==> config.mk <==
export PLATFORM = sky130hd
export DESIGN_NAME = program_sequencer_flat
export DESIGN_NICKNAME = d
export VERILOG_FILES = /design/src/rtl/program_sequencer_pkg.sv /design/src/rtl/program_sequencer_if.sv /design/src/rtl/program_sequencer_next_addr.sv /design/src/rtl/program_sequencer.sv /design/src/flat_wrapper.sv
export SDC_FILE = /design/constraint.sdc
export NUM_CORES = 1
export LEC_CHECK = 0
export BUFFER_PORTS_ARGS = -buffer_cell sky130_fd_sc_hd__buf_2
export CORE_UTILIZATION = 35
export CTS_CLUSTER_DIAMETER = 120
export DETAILED_ROUTE_END_ITERATION = 10
export SYNTH_ARGS = -nofsm -noshare
export SYNTH_HDL_FRONTEND = slang
export SYNTH_HIERARCHICAL = 1
export SYNTH_SLANG_ARGS = --single-unit
export TNS_END_PERCENT = 50
==> constraint.sdc <==
create_clock -name clk -period 3.61 [get_ports clk]
set_input_delay 0.361 -clock clk [delete_from_list [all_inputs] [get_ports clk]]
set_output_delay 0.361 -clock clk [all_outputs]
set_load 0.02 [all_outputs]
==> src/rtl/program_sequencer_pkg.sv <==
// rtl/program_sequencer_pkg.sv - shared opcodes, state encoding and default widths
package seq_pkg;

  localparam int N_DEF     = 4;
  localparam int CNT_W_DEF = 8;

  localparam logic [3:0] OP_JMP = 4'hC;
  localparam logic [3:0] OP_RTN = 4'hD;
  localparam logic [3:0] OP_SKZ = 4'hE;
  localparam logic [3:0] OP_HLT = 4'hF;

  // 2'd3 is never entered; the FSM treats it as IDLE on the next edge
  localparam logic [1:0] IDLE = 2'd0;
  localparam logic [1:0] RUN  = 2'd1;
  localparam logic [1:0] HALT = 2'd2;

  // Flow-control opcodes occupy 4'hC..4'hF, everything else belongs to the ICU
  function automatic logic is_flow_op(input logic [3:0] op);
    return op[3:2] == 2'b11;
  endfunction

endpackage

==> src/rtl/program_sequencer_if.sv <==
// rtl/program_sequencer_if.sv - sequencer-to-core/ROM signal bundle
interface program_sequencer_if #(
  parameter int N     = 4,
  parameter int CNT_W = 8
);
  logic             run;
  logic             step;
  logic [3:0]       opcode;
  logic [3:0]       operand;
  logic             result;
  logic [N-1:0]     addr;
  logic             exec_en;
  logic             halted;
  logic [CNT_W-1:0] retired;

  // Sequencer side drives the ROM address and status
  modport master (
    input  run, step, opcode, operand, result,
    output addr, exec_en, halted, retired
  );

  // Core/ROM/control side
  modport slave (
    output run, step, opcode, operand, result,
    input  addr, exec_en, halted, retired
  );
endinterface

==> src/rtl/program_sequencer_next_addr.sv <==
// rtl/program_sequencer_next_addr.sv - combinational next addr/ret_addr for one RUN decode
module seq_next_addr
  import seq_pkg::*;
#(
  parameter int N = N_DEF
) (
  input  logic [3:0]   opcode,
  input  logic [3:0]   operand,
  input  logic         result,
  input  logic [N-1:0] addr,
  input  logic [N-1:0] ret_addr,
  output logic [N-1:0] next_addr,
  output logic [N-1:0] next_ret_addr
);

  // All arithmetic is N bits wide, so wrap modulo 2^N falls out naturally
  always_comb begin
    next_ret_addr = ret_addr;
    next_addr     = addr + N'(1);
    case (opcode)
      OP_JMP: begin
        next_addr     = operand[N-1:0];
        next_ret_addr = addr + N'(1);
      end
      OP_RTN: next_addr = ret_addr;
      OP_SKZ: next_addr = result ? addr + N'(1) : addr + N'(2);
      OP_HLT: next_addr = addr;
      default: next_addr = addr + N'(1);
    endcase
  end

endmodule

==> src/rtl/program_sequencer.sv <==
// rtl/program_sequencer.sv - run/step sequencer with flow-control decode and retire counter
module program_sequencer
  import seq_pkg::*;
#(
  parameter int N     = N_DEF,
  parameter int CNT_W = CNT_W_DEF
) (
  input  logic                clk,
  input  logic                rst,
  program_sequencer_if.master bus
);

  logic [1:0]       state_q, state_d;
  logic [N-1:0]     addr_q, addr_d;
  logic [N-1:0]     ret_addr_q, ret_addr_d;
  logic [CNT_W-1:0] retired_q, retired_d;
  logic             halted_q, halted_d;
  logic [N-1:0]     nxt_addr, nxt_ret_addr;
  logic             go;
  logic             exec_en;

  // run and step together still count as a single go
  assign go = bus.run | bus.step;

  seq_next_addr #(.N(N)) u_next_addr (
    .opcode        (bus.opcode),
    .operand       (bus.operand),
    .result        (bus.result),
    .addr          (addr_q),
    .ret_addr      (ret_addr_q),
    .next_addr     (nxt_addr),
    .next_ret_addr (nxt_ret_addr)
  );

  // FSM and datapath next-state; exec_en is decoded combinationally from state/opcode/go
  always_comb begin
    state_d    = state_q;
    addr_d     = addr_q;
    ret_addr_d = ret_addr_q;
    retired_d  = retired_q;
    halted_d   = halted_q;
    exec_en    = 1'b0;
    case (state_q)
      IDLE: begin
        if (go) state_d = RUN;
      end
      RUN: begin
        if (go) begin
          addr_d     = nxt_addr;
          ret_addr_d = nxt_ret_addr;
          if (retired_q != {CNT_W{1'b1}}) retired_d = retired_q + CNT_W'(1);
          if (bus.opcode == OP_HLT) begin
            state_d  = HALT;
            halted_d = 1'b1;
          end
          exec_en = !is_flow_op(bus.opcode);
        end
      end
      HALT: begin
        if (bus.step) begin
          addr_d   = addr_q + N'(1);
          halted_d = 1'b0;
          state_d  = RUN;
        end
      end
      default: begin
        state_d  = IDLE;
        halted_d = 1'b0;
      end
    endcase
  end

  // State registers with asynchronous active-low reset
  always_ff @(posedge clk or negedge rst) begin
    if (!rst) begin
      state_q    <= IDLE;
      addr_q     <= '0;
      ret_addr_q <= '0;
      retired_q  <= '0;
      halted_q   <= 1'b0;
    end else begin
      state_q    <= state_d;
      addr_q     <= addr_d;
      ret_addr_q <= ret_addr_d;
      retired_q  <= retired_d;
      halted_q   <= halted_d;
    end
  end

  assign bus.addr    = addr_q;
  assign bus.exec_en = exec_en;
  assign bus.halted  = halted_q;
  assign bus.retired = retired_q;

endmodule

==> src/flat_wrapper.sv <==
// flat-port wrapper written by rule: the top's interface ports become plain ports
module program_sequencer_flat import seq_pkg::*;
#(
  parameter int N     = N_DEF,
  parameter int CNT_W = CNT_W_DEF
)
  (clk, rst, bus_run, bus_step, bus_opcode, bus_operand, bus_result, bus_addr, bus_exec_en, bus_halted, bus_retired);
  program_sequencer_if #(.N(N), .CNT_W(CNT_W)) bus_i ();
  input  logic clk;
  input  logic rst;
  input wire logic [$bits(bus_i.run)-1:0] bus_run;
  input wire logic [$bits(bus_i.step)-1:0] bus_step;
  input wire logic [$bits(bus_i.opcode)-1:0] bus_opcode;
  input wire logic [$bits(bus_i.operand)-1:0] bus_operand;
  input wire logic [$bits(bus_i.result)-1:0] bus_result;
  output wire logic [$bits(bus_i.addr)-1:0] bus_addr;
  output wire logic [$bits(bus_i.exec_en)-1:0] bus_exec_en;
  output wire logic [$bits(bus_i.halted)-1:0] bus_halted;
  output wire logic [$bits(bus_i.retired)-1:0] bus_retired;
  assign bus_i.run = bus_run;
  assign bus_i.step = bus_step;
  assign bus_i.opcode = bus_opcode;
  assign bus_i.operand = bus_operand;
  assign bus_i.result = bus_result;
  assign bus_addr = bus_i.addr;
  assign bus_exec_en = bus_i.exec_en;
  assign bus_halted = bus_i.halted;
  assign bus_retired = bus_i.retired;
  program_sequencer #(.N(N), .CNT_W(CNT_W)) u_core (.clk(clk), .rst(rst), .bus(bus_i));
endmodule
==> results.toml <==
[status]
status = "finished, final reports clean"

[routing]
ant_nets = 0
drt-initial-drc-count = 35
firstDrtPassIters = 4
wl_per_cell_um = 13.7
vias = 1110
viasPerCell = 5.39
routed_wl_um = 2820
drc = 0

[power]
p_clk_frac = 0.133
ir_drop_v = 0.000298
p_total_uw = 1110
comb_power_share = 0.476
powerDensity_nw_per_um2 = 727
p_sw_uw = 476
pwr-share-seq = 0.391
intPower_uw = 633
power.leakage_uw = 0.000681
switching_share = 0.429

[clocking]
cts_repair_resize_count = 0
cts_root_buf = "clkbuf_8"
post_cts_buffers = 0
clock_latency_ns = 0.25
clk_pin_slew_ns = 0.08
cts_tree = "done"
cts_buffers = 3
ctsHtreeMaxLevel = 1
cts_buffer_depth = 2
cts_sinks = 19
cts_hold_buf = 0

[yosys]
avgSynthCellArea_um2 = 9.81
synth-seq-cells = 19
synth-adder-area-share = 0.0378
syn_area_um2 = 1320
yosysMostFrequentCell = "dfrtp_1"
synthCells = 135
synth_compound_area_frac = 0.152
synthArstFlopShare = 1.00
synth_common_cells = "19 x dfrtp_1, 10 x nand2_1, 10 x nor2_1, 7 x mux2i_1"
synth_seq_area_share = 0.359
synth_top_family_by_area = "simple AND/OR/NAND/NOR gates"
synth_nets = 152
synth_cell_types = 50
yosys.area_share.xor_xnor = 0.0463
synth_edf_count = 0
synth_mux_area_frac = 0.152
synthTopCellsByArea = "dfrtp_1 36%, mux2i_1 5.3%, mux2_2 4.3%"
synth_top_area_frac = 0.359
yosysTopAreaCell = "dfrtp_1"
ys_warn_count = 6
yosys.area_share.simple = 0.219
synth_ff_type = "dfrtp_1"

[job]
max_cap_violations = 0

[sta]
setup_tns_ns = 0
slew_violations = 0
final.period_utilization = 0.500
hold_viol = 0
worstMarginPinSlew_ns = 0.549
setup_viol = 0
fin_skew_ns = 0.00555
period_needed_ns = 1.80
fmax_mhz = 554
slew_headroom = 0.624
rsz0062_at_grt = "false"
fin_ws_ns = 1.81

[layout]
postLayoutCellArea_um2 = 1530
area_growth_pct = 15.2
final_util = 0.440
multi_input_area_um2 = 805
insertedDiodeCount = 0
layout-drive-gt1-share = 0.281
nets = 178
ff_latch_area_um2 = 475
fill_cells = 375

[worst_hold_path]
hold_path.class = "input pin to asynchronous set/reset pin"

[grt]
grt_pass1_wl_um = 4950
grt_remaining_overflow = 0
antenna_found_initial = 0
grt_pass1_vias = 1098
grt_max_degree = 20
grt_usage = 0.158

[floorplan]
die_area_um2 = 4030
io_pins = 27
core_um2 = 3470
initial_core_util = 0.382
rows = 21
die_w_um = 63.5
die_h_um = 63.5

[setup_path]
critPathMaxFanout = 11
crit_arrival_ns = 1.98
cp.required_ns = 3.79
crit_path_start_kind = "flop"
path_class = "flop to flop"
end_kind = "flop"

[placed_design]
place_congestion = 0.836
place_ws_ns = 1.78
hpwl_um = 2130
io_buffer_count = 26
placed_cell_area_um2 = 1480
## placed cells by master, fill, tap and decap left out, types with 4 or more instances in the layout
cell      n
buf_2    26
dfrtp_1  19
nand2_1  10
nor2_1   10
mux2i_1   7
o21ai_1   5
a21oi_1   5
mux2_2    5
nand3_1   4
xnor2_1   4
mux2_1    4
ha_1      4
## through the flow
stage / cells / hold slack, ns
global placement: 202 / 0.336
finish: 206 / 0.0366
floorplan: 135 / 0.0654
detailed placement: 202 / 0.339
CTS: 206 / 0.0552
global route: 206 / 0.0620
## routing by layer
layer | wire [µm] | global-route usage
met4 | 30 | 0.0682
met1 | 1320 | 0.215
met3 | 175 | 0.0272
met5 | 0 | 0
met2 | 1300 | 0.245
## logic make-up (layout without fill, tap and decap cells)
group	count (synthesis)	count (layout)
simple gates	49	49
fa+ha+maj	4	4
xor+xnor	7	7
mux	18	18
buf+inv	8	33
compound gates	30	30
flops	19	19
## final cells by class
type / instances / area share
inverter: 3 / 0.00738
timing repair buffer: 26 / 0.0853
clock inverter: 1 / 0.00328
tap: 46 / 0.0377
multi-input combinational: 108 / 0.527
sequential: 19 / 0.312
clock buffer: 3 / 0.0271
## final timing paths
path	start	to	slack (ns)	depth (start not counted)
max	u_core/bus.addr[0]$_DFFE_PN0P_	u_core/bus.addr[2]$_DFFE_PN0P_	1.81	6
min	rst	u_core/bus.addr[1]$_DFFE_PN0P_	0.04	1
max reg2reg	u_core/bus.addr[0]$_DFFE_PN0P_	u_core/bus.addr[2]$_DFFE_PN0P_	1.81	6
min reg2reg	u_core/bus.halted$_DFFE_PN0P_	u_core/bus.halted$_DFFE_PN0P_	0.51	2
max in group asynchronous	rst	u_core/ret_addr_q[2]$_DFFE_PN0P_	3.26	1
min in group clk	bus_step	u_core/state_q[0]$_DFFE_PN0P_	0.42	3
## power groups by stage
stage | combinational [µW] | sequential (µW) | clock, µW
after floorplan | 319 | 491 | 0
after global placement | 525 | 429 | 0
after detailed placement | 531 | 436 | 0
after CTS | 532 | 433 | 156
after global routing | 591 | 454 | 164
final | 528 | 433 | 147
## registers in the layout, indices dropped and copies added (netlist names)
| signal | flops |
|---|---|
| u_core/bus.addr | 4 |
| u_core/bus.halted | 1 |
| u_core/bus.retired | 8 |
| u_core/ret_addr_q | 4 |
| u_core/state_q | 2 |
## worst max-delay path, cell delays in order, from the launching register on
cell and delay, ns:
dfrtp_1 0.51, ha_1 0.27, xnor2_1 0.15, a2111oi_1 0.42, a2bb2oi_1 0.19, a21oi_1 0.08
o22ai_1 0.11
Power figures use the tool's default switching activity.
